===== config.mk =====
export PLATFORM = sky130hd
export DESIGN_NAME = mem_stage_lsu
export DESIGN_NICKNAME = d
export VERILOG_FILES = /design/src/rtl/mem_stage_lsu_pkg.sv /design/src/rtl/mem_stage_lsu_wbuf.sv /design/src/rtl/mem_stage_lsu.sv
export SDC_FILE = /design/constraint.sdc
export NUM_CORES = 1
export LEC_CHECK = 0
export CORE_MARGIN = 5
export CORE_UTILIZATION = 30
export DETAILED_ROUTE_END_ITERATION = 12
export GPL_TIMING_DRIVEN = 0
export PLACE_DENSITY = 0.55
export SLEW_MARGIN = 10
export SYNTH_ARGS = -nofsm -noshare
export SYNTH_HDL_FRONTEND = slang
export SYNTH_SLANG_ARGS = --single-unit

===== constraint.sdc =====
create_clock -name clk -period 2.5 [get_ports clk]
set_input_delay 0.5 -clock clk [delete_from_list [all_inputs] [get_ports clk]]
set_output_delay 0.5 -clock clk [all_outputs]
set_load 0.01 [all_outputs]

===== src/rtl/mem_stage_lsu_pkg.sv =====
// Shared types and helpers for the M-stage load/store unit: memop codes, FSM
// states, write-buffer entry layout, alignment, byte-enable and load-extension logic.
package lsu_pkg;

    typedef enum logic [3:0] {
        OP_NONE = 4'd0,
        OP_LB   = 4'd1,
        OP_LBU  = 4'd2,
        OP_LH   = 4'd3,
        OP_LHU  = 4'd4,
        OP_LW   = 4'd5,
        OP_SB   = 4'd6,
        OP_SH   = 4'd7,
        OP_SW   = 4'd8
    } memop_e;

    typedef enum logic [2:0] {
        S_IDLE   = 3'd0,
        S_W_REQ  = 3'd1,
        S_R_REQ  = 3'd2,
        S_R_WAIT = 3'd3,
        S_R_DONE = 3'd4
    } lsu_state_e;

    typedef struct packed {
        logic [31:0] addr;
        logic [31:0] wdata;
        logic [3:0]  be;
    } wbuf_entry_t;

    function automatic logic is_load(input logic [3:0] op);
        return op == OP_LB || op == OP_LBU || op == OP_LH || op == OP_LHU || op == OP_LW;
    endfunction

    function automatic logic is_store(input logic [3:0] op);
        return op == OP_SB || op == OP_SH || op == OP_SW;
    endfunction

    function automatic logic misaligned(input logic [3:0] op, input logic [1:0] a);
        logic half, word;
        half = op == OP_LH || op == OP_LHU || op == OP_SH;
        word = op == OP_LW || op == OP_SW;
        return (half && a[0]) || (word && a != 2'b00);
    endfunction

    // Loads reuse the same lane mask so the bus sees which bytes are consumed.
    function automatic logic [3:0] byteen(input logic [3:0] op, input logic [1:0] a);
        if (op == OP_SB || op == OP_LB || op == OP_LBU) return 4'b0001 << a;
        if (op == OP_SH || op == OP_LH || op == OP_LHU) return 4'b0011 << {a[1], 1'b0};
        return 4'b1111;
    endfunction

    function automatic logic [31:0] store_data(input logic [3:0] op, input logic [31:0] d);
        if (op == OP_SB) return {4{d[7:0]}};
        if (op == OP_SH) return {2{d[15:0]}};
        return d;
    endfunction

    function automatic logic [31:0] load_ext(input logic [3:0] op, input logic [1:0] a,
                                             input logic [31:0] rd);
        logic [31:0] sh;
        logic [15:0] h;
        sh = rd >> {a, 3'b000};
        h  = a[1] ? rd[31:16] : rd[15:0];
        case (op)
            OP_LB:   return {{24{sh[7]}}, sh[7:0]};
            OP_LBU:  return {24'h0, sh[7:0]};
            OP_LH:   return {{16{h[15]}}, h};
            OP_LHU:  return {16'h0, h};
            default: return rd;
        endcase
    endfunction

endpackage


===== src/rtl/mem_stage_lsu_wbuf.sv =====
// Posted-store FIFO: circular buffer with read/write pointers and an explicit
// occupancy count so full/empty need no extra pointer bit.
module lsu_wbuf
    import lsu_pkg::*;
#(
    parameter int DEPTH = 4
) (
    input  logic                     clk,
    input  logic                     reset,
    input  logic                     push,
    input  logic                     pop,
    input  wbuf_entry_t              din,
    output wbuf_entry_t              head,
    output logic                     full,
    output logic                     empty,
    output logic [$clog2(DEPTH):0]   count
);
    localparam int PW = (DEPTH > 1) ? $clog2(DEPTH) : 1;
    localparam int CW = $clog2(DEPTH) + 1;
    localparam logic [PW-1:0] LAST  = PW'(DEPTH - 1);
    localparam logic [CW-1:0] FULLC = CW'(DEPTH);

    wbuf_entry_t   mem_q [DEPTH];
    logic [PW-1:0] wr_ptr_q, wr_ptr_d, rd_ptr_q, rd_ptr_d;
    logic [CW-1:0] count_q, count_d;
    logic          do_push, do_pop;

    assign full    = count_q == FULLC;
    assign empty   = count_q == '0;
    assign count   = count_q;
    assign head    = mem_q[rd_ptr_q];
    assign do_push = push && !full;
    assign do_pop  = pop && !empty;

    always_comb begin
        wr_ptr_d = wr_ptr_q;
        rd_ptr_d = rd_ptr_q;
        count_d  = count_q;
        if (do_push) wr_ptr_d = (wr_ptr_q == LAST) ? '0 : wr_ptr_q + 1'b1;
        if (do_pop)  rd_ptr_d = (rd_ptr_q == LAST) ? '0 : rd_ptr_q + 1'b1;
        case ({do_push, do_pop})
            2'b10:   count_d = count_q + 1'b1;
            2'b01:   count_d = count_q - 1'b1;
            default: count_d = count_q;
        endcase
    end

    always_ff @(posedge clk or negedge reset) begin
        if (!reset) begin
            wr_ptr_q <= '0;
            rd_ptr_q <= '0;
            count_q  <= '0;
            for (int i = 0; i < DEPTH; i++) mem_q[i] <= '0;
        end else begin
            wr_ptr_q <= wr_ptr_d;
            rd_ptr_q <= rd_ptr_d;
            count_q  <= count_d;
            if (do_push) mem_q[wr_ptr_q] <= din;
        end
    end

endmodule


===== src/rtl/mem_stage_lsu.sv =====
// M-stage load/store unit: posts stores into a write buffer, runs the load
// handshake against a variable-latency data bus and generates pipeline stalls.
module mem_stage_lsu
    import lsu_pkg::*;
#(
    parameter int WBUF_DEPTH = 4,
    parameter int ADDR_W     = 32
) (
    input  logic                        clk,
    input  logic                        reset,
    input  logic                        M_valid,
    input  logic [31:0]                 M_PC,
    input  logic [3:0]                  M_memop,
    input  logic                        M_fence,
    input  logic [31:0]                 M_ALUResult,
    input  logic [31:0]                 M_Forward2,
    input  logic [4:0]                  M_A3,
    input  logic [31:0]                 M_WD,
    output logic [4:0]                  M_A3_W,
    output logic [31:0]                 M_WD_W,
    output logic [31:0]                 m_inst_addr,
    output logic                        mem_stall,
    output logic                        exc_adel,
    output logic                        exc_ades,
    output logic                        m_data_req,
    output logic                        m_data_we,
    output logic [ADDR_W-1:0]           m_data_addr,
    output logic [31:0]                 m_data_wdata,
    output logic [3:0]                  m_data_byteen,
    input  logic                        m_data_gnt,
    input  logic                        m_data_rvalid,
    input  logic [31:0]                 m_data_rdata,
    output logic [$clog2(WBUF_DEPTH):0] wbuf_count
);
    lsu_state_e  state_q, state_d;
    logic [31:0] load_addr_q, load_addr_d, load_data_q, load_data_d;
    logic [3:0]  memop_q, memop_d;
    logic        mis, ld_ok, st_ok, wb_push, wb_pop, wb_full, wb_empty;
    logic [31:0] bus_addr;
    wbuf_entry_t wb_din, wb_head;

    assign mis      = misaligned(M_memop, M_ALUResult[1:0]);
    assign ld_ok    = M_valid && is_load(M_memop) && !mis;
    assign st_ok    = M_valid && is_store(M_memop) && !mis;
    assign exc_adel = M_valid && is_load(M_memop) && mis;
    assign exc_ades = M_valid && is_store(M_memop) && mis;
    // Admission looks only at start-of-cycle occupancy; a same-cycle pop does not help.
    assign wb_push  = st_ok && !wb_full;

    assign wb_din.addr  = {M_ALUResult[31:2], 2'b00};
    assign wb_din.wdata = store_data(M_memop, M_Forward2);
    assign wb_din.be    = byteen(M_memop, M_ALUResult[1:0]);

    lsu_wbuf #(.DEPTH(WBUF_DEPTH)) u_wbuf (
        .clk   (clk),
        .reset (reset),
        .push  (wb_push),
        .pop   (wb_pop),
        .din   (wb_din),
        .head  (wb_head),
        .full  (wb_full),
        .empty (wb_empty),
        .count (wbuf_count)
    );

    always_comb begin
        state_d       = state_q;
        load_addr_d   = load_addr_q;
        memop_d       = memop_q;
        load_data_d   = load_data_q;
        wb_pop        = 1'b0;
        m_data_req    = 1'b0;
        m_data_we     = 1'b0;
        bus_addr      = '0;
        m_data_wdata  = '0;
        m_data_byteen = '0;
        case (state_q)
            S_IDLE: begin
                // Loads wait for an empty buffer, which removes any need to forward.
                if (ld_ok && wb_empty) begin
                    state_d     = S_R_REQ;
                    load_addr_d = M_ALUResult;
                    memop_d     = M_memop;
                end else if (!wb_empty || wb_push) begin
                    state_d = S_W_REQ;
                end
            end
            S_W_REQ: begin
                m_data_req    = 1'b1;
                m_data_we     = 1'b1;
                bus_addr      = wb_head.addr;
                m_data_wdata  = wb_head.wdata;
                m_data_byteen = wb_head.be;
                if (m_data_gnt) begin
                    wb_pop  = 1'b1;
                    state_d = S_IDLE;
                end
            end
            S_R_REQ: begin
                m_data_req    = 1'b1;
                bus_addr      = {load_addr_q[31:2], 2'b00};
                m_data_byteen = byteen(memop_q, load_addr_q[1:0]);
                if (m_data_gnt) state_d = S_R_WAIT;
            end
            S_R_WAIT: begin
                if (m_data_rvalid) begin
                    load_data_d = load_ext(memop_q, load_addr_q[1:0], m_data_rdata);
                    state_d     = S_R_DONE;
                end
            end
            S_R_DONE: state_d = S_IDLE;
            default:  state_d = S_IDLE;
        endcase
    end

    always_ff @(posedge clk or negedge reset) begin
        if (!reset) begin
            state_q     <= S_IDLE;
            load_addr_q <= '0;
            memop_q     <= '0;
            load_data_q <= '0;
        end else begin
            state_q     <= state_d;
            load_addr_q <= load_addr_d;
            memop_q     <= memop_d;
            load_data_q <= load_data_d;
        end
    end

    assign mem_stall   = (ld_ok && state_q != S_R_DONE) || (st_ok && wb_full) ||
                         (M_valid && M_fence && (!wb_empty || state_q != S_IDLE));
    assign m_data_addr = bus_addr[ADDR_W-1:0];
    assign M_A3_W      = M_A3;
    assign M_WD_W      = is_load(M_memop) ? load_data_q : M_WD;
    assign m_inst_addr = M_PC;

endmodule


## Word-level counts from Yosys, hierarchy flattened

Index checks and enable logic that the tools add are counted.

| word-level totals | value |
|---|---|
| register bits | 350 |
| input port bits | 175 |
| output and inout port bits | 145 |
| word-level logic and storage cells | 159 |

| cells by class | value |
|---|---|
| add/sub/neg operators | 4 |
| magnitude comparators | 3 |
| eq/ne operators | 27 |
| shift operators | 5 |
| muxes and demuxes | 48 |
| bitwise operators | 2 |
| reductions and logical operators | 51 |

Operator list:

| cell | number |
|---|---|
| 272-bit bitwise mux | 1 |
| 68-bit 2-to-1 mux | 3 |
| 32-bit 2-to-1 mux | 6 |
| 68-bit binary-select mux with 2-bit select | 1 |
| 68-bit demux with 2-bit select | 1 |
| 32-bit case mux with 4 select lines | 1 |
| 32-bit case mux with 2 select lines | 1 |
| 4-bit 2-to-1 mux | 8 |
| 32-bit by 5-bit >> shifter with 8-bit output | 1 |
| 4-bit by 3-bit equality test with 1-bit output, second input constant | 7 |
| 1-bit logical OR | 22 |
| 1-bit logical AND | 17 |
| 4-bit by 2-bit equality test with 1-bit output, second input constant | 4 |
| 16-bit 2-to-1 mux | 1 |
| 1-bit 2-to-1 mux | 15 |
| 3-bit 2-to-1 mux | 5 |
| 3-bit case mux with 4 select lines | 1 |
| 4-bit by 1-bit equality test with 1-bit output, second input constant | 2 |
| 4-bit case mux with 2 select lines | 1 |
| 1-bit by 2-bit << shifter with 4-bit output, first input constant | 2 |
| 2-bit by 2-bit << shifter with 4-bit output, first input constant | 2 |
| 2-bit equality test, second input constant | 3 |
| 3-bit by 2-bit equality test with 1-bit output, second input constant | 2 |
| 3-bit greater-or-equal comparator, second input constant | 2 |
| 20 further kinds | 31 |

## Longest topological paths before layout

Gate-level depths: netlist of run 1.

| logic depth | value |
|---|---|
| word-level depth | 12 |
| gate-level depth with buffers | 10 |
| mapped depth without buffers | 9 |

## Modules after synthesis

A second synthesis of run 1 with hierarchy kept.

| second synthesis, totals | value |
|---|---|
| cell total of the unflattened synthesis | 1341 |
| area, all modules | 17404.2 µm² |

Modules (own cells, without submodules):

| module | instances | cells each | area an instance (µm²) | seq. area each (µm²) |
|---|---|---|---|---|
| lsu_wbuf | 1 | 699 | 12102.9 | 6981.7 |
| mem_stage_lsu | 1 | 642 | 5301.3 | 1776.7 |

## Worst setup path after synthesis of run 1

No wires, ideal clock.

| timing path | value |
|---|---|
| kind | input port to flip-flop |
| start point | input port M_memop[1] |
| end point | register u_wbuf.count_q[2], in the netlist u_wbuf.count[2] |
| setup time | 127 ps |
| arrival time | 2578 ps |
| required time | 2373 ps |
| path slack | -205 ps |
| cell stages on the path | 10 |
| buffers on the path | 1 |
| path through | buf_2 -> nor4b_4 -> o211ai_4 -> nor3_1 -> inv_1 -> ha_1 -> fa_1 -> xnor2_1 -> nor2_1 -> xor2_1 |

| on the way | value |
|---|---|
| cells in the longest elaborated chain, start to end | 11 |
| elaborated cells on any way between the ends | 23 |
| those cells by class | 8 x eq/ne; 1 x mux; 14 x reduce/logical |

Ends and longest elaborated chain:

| item | RTL line | source |
|---|---|---|
| start, declared | mem_stage_lsu.sv:13 | `input logic [3:0] M_memop,` |
| 4-bit by 2-bit equality test with 1-bit output or 4-bit by 3-bit equality test with 1-bit output (tied branches) | mem_stage_lsu_pkg.sv:41 | `half = op == OP_LH \|\| op == OP_LHU \|\| op == OP_SH;` |
| 1-bit logical OR (2 in series) | mem_stage_lsu_pkg.sv:41 |  |
| 1-bit logical AND | mem_stage_lsu_pkg.sv:43 | `return (half && a[0]) \|\| (word && a != 2'b00);` |
| 1-bit logical OR | mem_stage_lsu_pkg.sv:43 |  |
| 1-bit zero test | mem_stage_lsu.sv:44 | `assign st_ok = M_valid && is_store(M_memop) && !mis;` |
| 1-bit logical AND (*) | mem_stage_lsu.sv:44 |  |
| 1-bit logical AND (*) | mem_stage_lsu.sv:48 | `assign wb_push = st_ok && !wb_full;` |
| 1-bit logical AND (*) | mem_stage_lsu_wbuf.sv:32 | `assign do_push = push && !full;` |
| 2-bit by 1-bit equality test with 1-bit output or 2-bit equality test (tied branches) | mem_stage_lsu_wbuf.sv:41 | `case ({do_push, do_pop})` |
| 3-bit case mux with 2 select lines or 2-bit nonzero test (tied branches) | n/a |  |
| end signal, assigned | mem_stage_lsu_wbuf.sv:57 | `count_q <= count_d;` |
| end, declared | mem_stage_lsu_wbuf.sv:25 | `logic [CW-1:0] count_q, count_d;` |

Every way passes the cells marked *; elsewhere a longest branch is shown, timed or not.
A chain may end at the register's enable or synchronous reset.

## Worst setup path after layout of run 1

| timing path | value |
|---|---|
| start point | register u_wbuf.rd_ptr_q[0] |
| end point | output port m_data_byteen[1] |

| on the way | value |
|---|---|
| cells in the longest elaborated chain, start to end | 5 |

Ends and longest elaborated chain:

| item | RTL line | source |
|---|---|---|
| start, declared | mem_stage_lsu_wbuf.sv:24 | `logic [PW-1:0] wr_ptr_q, wr_ptr_d, rd_ptr_q, rd_ptr_d;` |
| start signal, assigned | mem_stage_lsu_wbuf.sv:56 | `rd_ptr_q <= rd_ptr_d;` |
| 2-bit inverter with 3-bit output (not written as such) | mem_stage_lsu_wbuf.sv:31 | `assign head = mem_q[rd_ptr_q];` |
| 68-bit binary-select mux with 2-bit select | mem_stage_lsu_wbuf.sv:31 |  |
| 68-bit 2-to-1 mux (not written as such) (2 in series) | mem_stage_lsu_wbuf.sv:31 |  |
| 4-bit case mux with 2 select lines | mem_stage_lsu.sv:77 | `case (state_q)` |
| end, declared | mem_stage_lsu.sv:29 | `output logic [3:0] m_data_byteen,` |

No other way between the ends. The select of a mux whose other input is x is not followed.

==> flow_summary.toml, run 1 <==
[run_status]
status = "complete, but fails checks"
violations = "negative setup slack"

[placed_design]
place_area_um2 = 21000
place.gp.congestion = 0.806
portBuffers = 278
dp_hpwl_mm = 36.5

[synthesis]
synth_top_area_share = 0.500
synth_edf_count = 0
syn_inst = 1204
synth_top_area_cell = "dfrtp_1"
synth_cell_types = 61
async_flop_share = 1.00
syn_area_um2 = 17100
seq_area_frac_synth = 0.500
synth_ff_type = "dfrtp_1"
yosys-top-cells-area = "dfrtp_1 (50%), mux2_1 (11%), mux2_2 (10%)"
synth_seq_cells = 342
syn_area_per_cell_um2 = 14.2
synth_warnings = 0

[setup_path]
cp_max_fo = 6
worst-r2r-setup-slack_ps = 20
arrival_ps = 2340
r2r_start = "u_wbuf.count[0]$_DFFE_PN0P_"
r2r-end = "load_addr_q[6]$_DFFE_PN0P_"
endpoint_kind = "primary output"
ff2ff_path_depth = 7
path_class = "register to primary output"
crit_start = "u_wbuf.rd_ptr_q[0]$_DFFE_PN0N_"
cp.required_ps = 2000
cp-start-kind = "register"

[cells_and_area]
seq_area_um2 = 8570
fillers = 5158
layout_common_cells = "dfrtp_1 (336), clkdlybuf4s50_1 (170), mux2_1 (160), mux2_2 (156), buf_4 (76)"
synthToLayoutAreaGrowth_pct = 37.2
final_common_cell = "dfrtp_1"
post-route-cell-area_um2 = 23500
drive_gt1_frac = 0.420
finalNetCount = 1774
multi_input_area_um2 = 7960

[sta]
fin_crit_sh = 1.14
tightest_slew_ps = 1090
slew_headroom = 0.263
max_freq_mhz = 352
finalSetupViolations = 67
clock_skew_ps = 22.8
layout_setup_ws_ps = -343
fin_crit_ps = 2840
final_max_slew_viol_count = 0
hold_viol = 0
rsz0062_at_grt = "yes"
finalSetupTns_ps = -14460
whs_ps = 235

[routing]
drt-wirelength-per-cell_um = 22.1
firstDrtPassIters = 5
ant_nets = 0
drtIter0Drc = 612
num_vias = 11700
via_per_inst = 4.89
wl_mm = 52.7
route.detailed.drc = 0

[die]
rows = 87
core_area_um2 = 56500
ios = 320
dieArea_um2 = 62000
die_width_um = 249
initial_core_util = 0.303
die_y_um = 249

[hold_path]
hp-start = "M_ALUResult[1]"
whs_endpoint = "load_addr_q[1]$_DFFE_PN0P_"
worstHoldPathType = "primary input to register"
min_path_cells = 2

[flow_run]
cap_violations = 0

[clocking]
clkTransAtPathRegs_ps = 60
numCtsBuffers = 42
clock-sinks = 342
clock_path_buffers = 3
htreeDepth = 2
cts-root-buf = "clkbuf_16"
cts_tree = "done"
clk_latency_ps = 590

[power_and_ir_drop]
leakage_nw = 10.5
clkPwrFrac = 0.228
switching_share = 0.318
combPwrFrac = 0.436
pwr-share-seq = 0.336
p_switching_mw = 8.79
power_density_nw_per_um2 = 1180
p_int_mw = 18.9
ir_drop_mv = 0.536

[global_routing]
antenna_found_initial = 5
grt_overflow_total = 0
grt_use_total = 0.167
first_global_vias = 12800
grt_pass1_wl_mm = 81.0
grt_max_degree = 110
timing repair:
item                                    CTS  global route
endpoints found under the setup margin  417            89
hold buffers                              1             0
resized for setup                       600            55
cloned                                    5             2
endpoints found under the hold margin    74             0
setup buffers                            52            10
pin swaps                                45            21
synthesized netlist by cell type (all sizes together) (5+ instances only):
cell type / instances
nor3: 10
and2: 35
a221o: 16
mux2: 345
mux4: 69
a31oi: 19
nand2: 48
nor2: 28
mux2i: 15
nor4b: 5
nor3b: 5
dfrtp: 342
ha: 6
inv: 11
a22o: 30
clkbuf: 46
o21ai: 23
buf: 79
a21oi: 14
nor2b: 5
how the worst max path moves through the flow:
stage | depth (start not counted) | slack, ps | endpoint
global placement | 1 | -14170 | u_wbuf.mem_q[23]$_DFFE_PN0P_
detailed placement | 6 | -1730 | M_WD_W[30]
CTS | 8 | -430 | m_data_byteen[1]
global route | 8 | -400 | m_data_byteen[1]
floorplan | 8 | -80 | u_wbuf.count[1]$_DFFE_PN0P_
finish | 8 | -340 | m_data_byteen[1]
sequential cells by signal, indices dropped and copies added (netlist names):
| signal | flops |
|---|---|
| u_wbuf.mem_q | 264 |
| load_addr_q | 32 |
| load_data_q | 32 |
| memop_q | 4 |
| state_q | 3 |
| u_wbuf.count | 3 |
| u_wbuf.rd_ptr_q | 2 |
| u_wbuf.wr_ptr_q | 2 |
kinds of logic (layout without fill, tap and decap cells):
kind of cell	after synthesis	after routing	synth area share
XOR/XNOR	5	5	0.00256
AO/OA/AOI/OAI	127	127	0.0571
multiplexers	429	429	0.332
other	1	5	0.000219
AND/OR/NAND/NOR	157	157	0.0539
adder cells (fa/ha/maj)	7	7	0.00555
buffers and inverters	136	556	0.0488
flip-flops	342	342	0.500
layer usage:
layer	vias to the layer above	track usage	wire length (um)	share of wire
met2	274	0.285	26300	0.50
met3	76	0.0368	2580	0.049
met1	6079	0.215	22600	0.43
li1	5233	-	-	-
met5	-	0	27	0.00051
met4	4	0.0451	1210	0.023
critical path, cell delays in order, from the launching register on:
cell      delay, ps
dfrtp_2         430
buf_12          140
buf_12          140
buf_6           120
buf_6           100
mux4_2          440
nand2_4         110
o311ai_4        100
buf_2           170
per-stage QoR:
stage	setup WS (ps)	power (mW)	util	instances
6_report	-343	27.7	0.416	2384
5_1_grt	-401	29.3	0.416	2383
4_1_cts	-430	27.5	0.412	2372
3_5_place_dp	-1730	20.0	0.372	2242
3_3_place_gp	-14170	19.8	0.370	2239
2_1_floorplan	-77.5	15.5	-	1205
cell type report:
class | count | share of cell area
Sequential cell | 342 | 0.364
Multi-Input combinational cell | 727 | 0.338
Timing Repair Buffer | 349 | 0.145
Clock buffer | 58 | 0.0519
Buffer | 119 | 0.0485
Tap cell | 756 | 0.0402
Clock inverter | 19 | 0.00937
Inverter | 11 | 0.00176
Antenna cell | 3 | 0.000319
power by group through the flow:
stage / combinational (mW) / sequential [mW] / clock [mW]
detailed placement: 10.7 / 9.31 / 0
global route: 13.0 / 9.59 / 6.68
global placement: 10.5 / 9.23 / 0
finish: 12.1 / 9.29 / 6.30
floorplan: 6.63 / 8.86 / 0
CTS: 11.8 / 9.27 / 6.46
No activity file was read; power rests on OpenSTA's default activity.
==> run 2, diff against run 1 <==
- ABC_CLOCK_PERIOD_IN_PS: unset -> 2500
- CORE_MARGIN: 5 -> 2
- PLACE_DENSITY: 0.55 -> unset
==> run 2 against run 1 <==
The run still ends with negative setup slack left. Clock skew shrank 4.6 ps. Combinational power hardly changed. Critical path depth decreased by 1. Die area is 4.8% lower. Routed wire length is 1.5% lower. Non-clock buffer count grew 19. Sequential power hardly changed. Register-to-register slack better by 60 ps.
==> flow_summary.toml, run 2 (synthesis gave the netlist of run 1 again) <==
[setup_path]
cp-start-kind = "register"
path_cells = "buf_12 -> clkbuf_16 -> buf_8 -> mux4_2 -> nand2_2 -> o211ai_1 -> buf_2"
path_class = "register to primary output"
slowest_stage = "dfrtp_4"
cp.required_ps = 2000
cp_max_fo = 5
endpoint_kind = "primary output"
crit_start = "u_wbuf.rd_ptr_q[0]$_DFFE_PN0N_"
cpPeakStageDelay_ps = 510
crit_buf_inv = 4
crit_family = "buffers and inverters"
r2r_start = "load_addr_q[0]$_DFFE_PN0P_"
arrival_ps = 2290

[cells_and_area]
drive_gt1_frac = 0.420
synthToLayoutAreaGrowth_pct = 38.7
final_common_cell = "dfrtp_1"
largest_register_ffs = 264
finalNetCount = 1791
reg_top3 = "u_wbuf.mem_q: 264 flops, load_addr_q: 32 flops, load_data_q: 32 flops"
layout_common_cells = "dfrtp_1 (336), clkdlybuf4s50_1 (170), mux2_1 (160), buf_6 (127), mux2_2 (125)"
regMostFlops = "u_wbuf.mem_q"
fillers = 5245
final_cells = 2397

[power_and_ir_drop]
ir_drop_mv = 0.503
combPwrFrac = 0.443
clkPwrFrac = 0.215
p_int_mw = 18.6
pwr-share-seq = 0.341
leakage_nw = 10.7
power_density_nw_per_um2 = 1150
p_switching_mw = 8.60
switching_share = 0.316

[flow_run]
cap_violations = 0

[sta]
slew_headroom = 0.253
rsz0062_at_grt = "yes"
fin_crit_sh = 1.12
max_freq_mhz = 358
layout_setup_ws_ps = -295
tightest_slew_ps = 1110
clock_skew_ps = 18.2
hold_viol = 0
fin_crit_ps = 2790
finalSetupViolations = 99
final_max_slew_viol_count = 0

[global_routing]
first_global_vias = 12700
grt_overflow_total = 0
grt_use_total = 0.176
antenna_found_initial = 1
grt_pass1_wl_mm = 79.8
grt_max_degree = 109

[die]
ios = 320
die_y_um = 243
die_width_um = 243
initial_core_util = 0.304
core_area_um2 = 56400
rows = 87
dieArea_um2 = 59000

[clocking]
cts-root-buf = "clkbuf_16"
clock_path_buffers = 3
clk_latency_ps = 560
clock-sinks = 342
numCtsBuffers = 40
clkTransAtPathRegs_ps = 60
cts_tree = "done"
htreeDepth = 2

[placed_design]
dpl_worst_slack_ps = -1620
dp_hpwl_mm = 35.6
place.gp.congestion = 0.850
dp.cells = 2242
portBuffers = 278

[routing]
drtIter0Drc = 645
wl_met3_mm = 2.06
via_per_inst = 4.94
ant_nets = 0
drt-wirelength-per-cell_um = 21.7
dr_wl_met2_mm = 25.7
route.detailed.drc = 0
wl_met1_mm = 22.8
wl_mm = 51.9
num_vias = 11800
firstDrtPassIters = 4
dr.max_layer_used = "met4"

[hold_path]
hp-start = "M_ALUResult[1]"
worstHoldPathType = "primary input to register"

[run_status]
status = "complete, but fails checks"
violations = "negative setup slack"
run 2: stage by stage:
| stage | setup TNS, ps | hold slack, ps | cell area [um2] | power [mW] | utilization |
|---|---|---|---|---|---|
| 2_1_floorplan | -362 | 204 | 17200 | 15.5 | - |
| 3_3_place_gp | -5221590 | 461 | 20900 | 19.6 | 0.371 |
| 3_5_place_dp | -456120 | 450 | 21000 | 20.0 | 0.372 |
| 4_1_cts | -28640 | 215 | 23500 | 27.2 | 0.417 |
| 5_1_grt | -23230 | 232 | 23800 | 28.8 | 0.421 |
| 6_report | -17460 | 247 | 23800 | 27.2 | 0.421 |
run 2: timing repair:
action | in CTS | in global routing
endpoints found under the hold margin | 52 | 0
resized for setup | 689 | 53
setup buffers | 65 | 22
gates cloned | 7 | 0
hold buffers | 1 | 0
endpoints found under the setup margin | 409 | 248
pin swaps | 32 | 28
run 2: layout make-up:
type	instances	area [um2]	area share
Tap cell	756	946	0.0398
Clock inverter	16	166	0.00700
Multi-Input combinational cell	727	8070	0.340
Timing Repair Buffer	371	3760	0.158
Inverter	11	41.3	0.00174
Clock buffer	57	1140	0.0478
Buffer	116	1060	0.0447
Sequential cell	342	8570	0.361
Antenna cell	1	2.50	0.000105
run 2: worst paths after layout:
check	to	slack, ps	cells past startpoint
max in group asynchronous	u_wbuf.count[0]$_DFFE_PN0P_	690	4
worst max register to register	load_data_q[30]$_DFFE_PN0P_	80	6
worst min-delay path	load_addr_q[1]$_DFFE_PN0P_	250	2
min in group asynchronous	u_wbuf.mem_q[23]$_DFFE_PN0P_	450	2
worst min register to register	u_wbuf.mem_q[74]$_DFFE_PN0P_	480	1
worst max-delay path	m_data_byteen[2]	-290	7
run 2: power groups by stage:
stage               logic [mW]  registers [mW]  clock network [mW]
floorplan                 6.63            8.86                   0
global placement          10.4            9.21                   0
detailed placement        10.6            9.32                   0
CTS                       11.9            9.28                6.01
global route              13.0            9.59                6.28
finish                    12.1            9.29                5.85
run 2: per-layer routing:
metal | vias up | global-route usage
met2 | 299 | 0.298
met3 | 74 | 0.0304
li1 | 5238 | -
met4 | 0 | 0.0552
met1 | 6228 | 0.229
met5 | - | 0
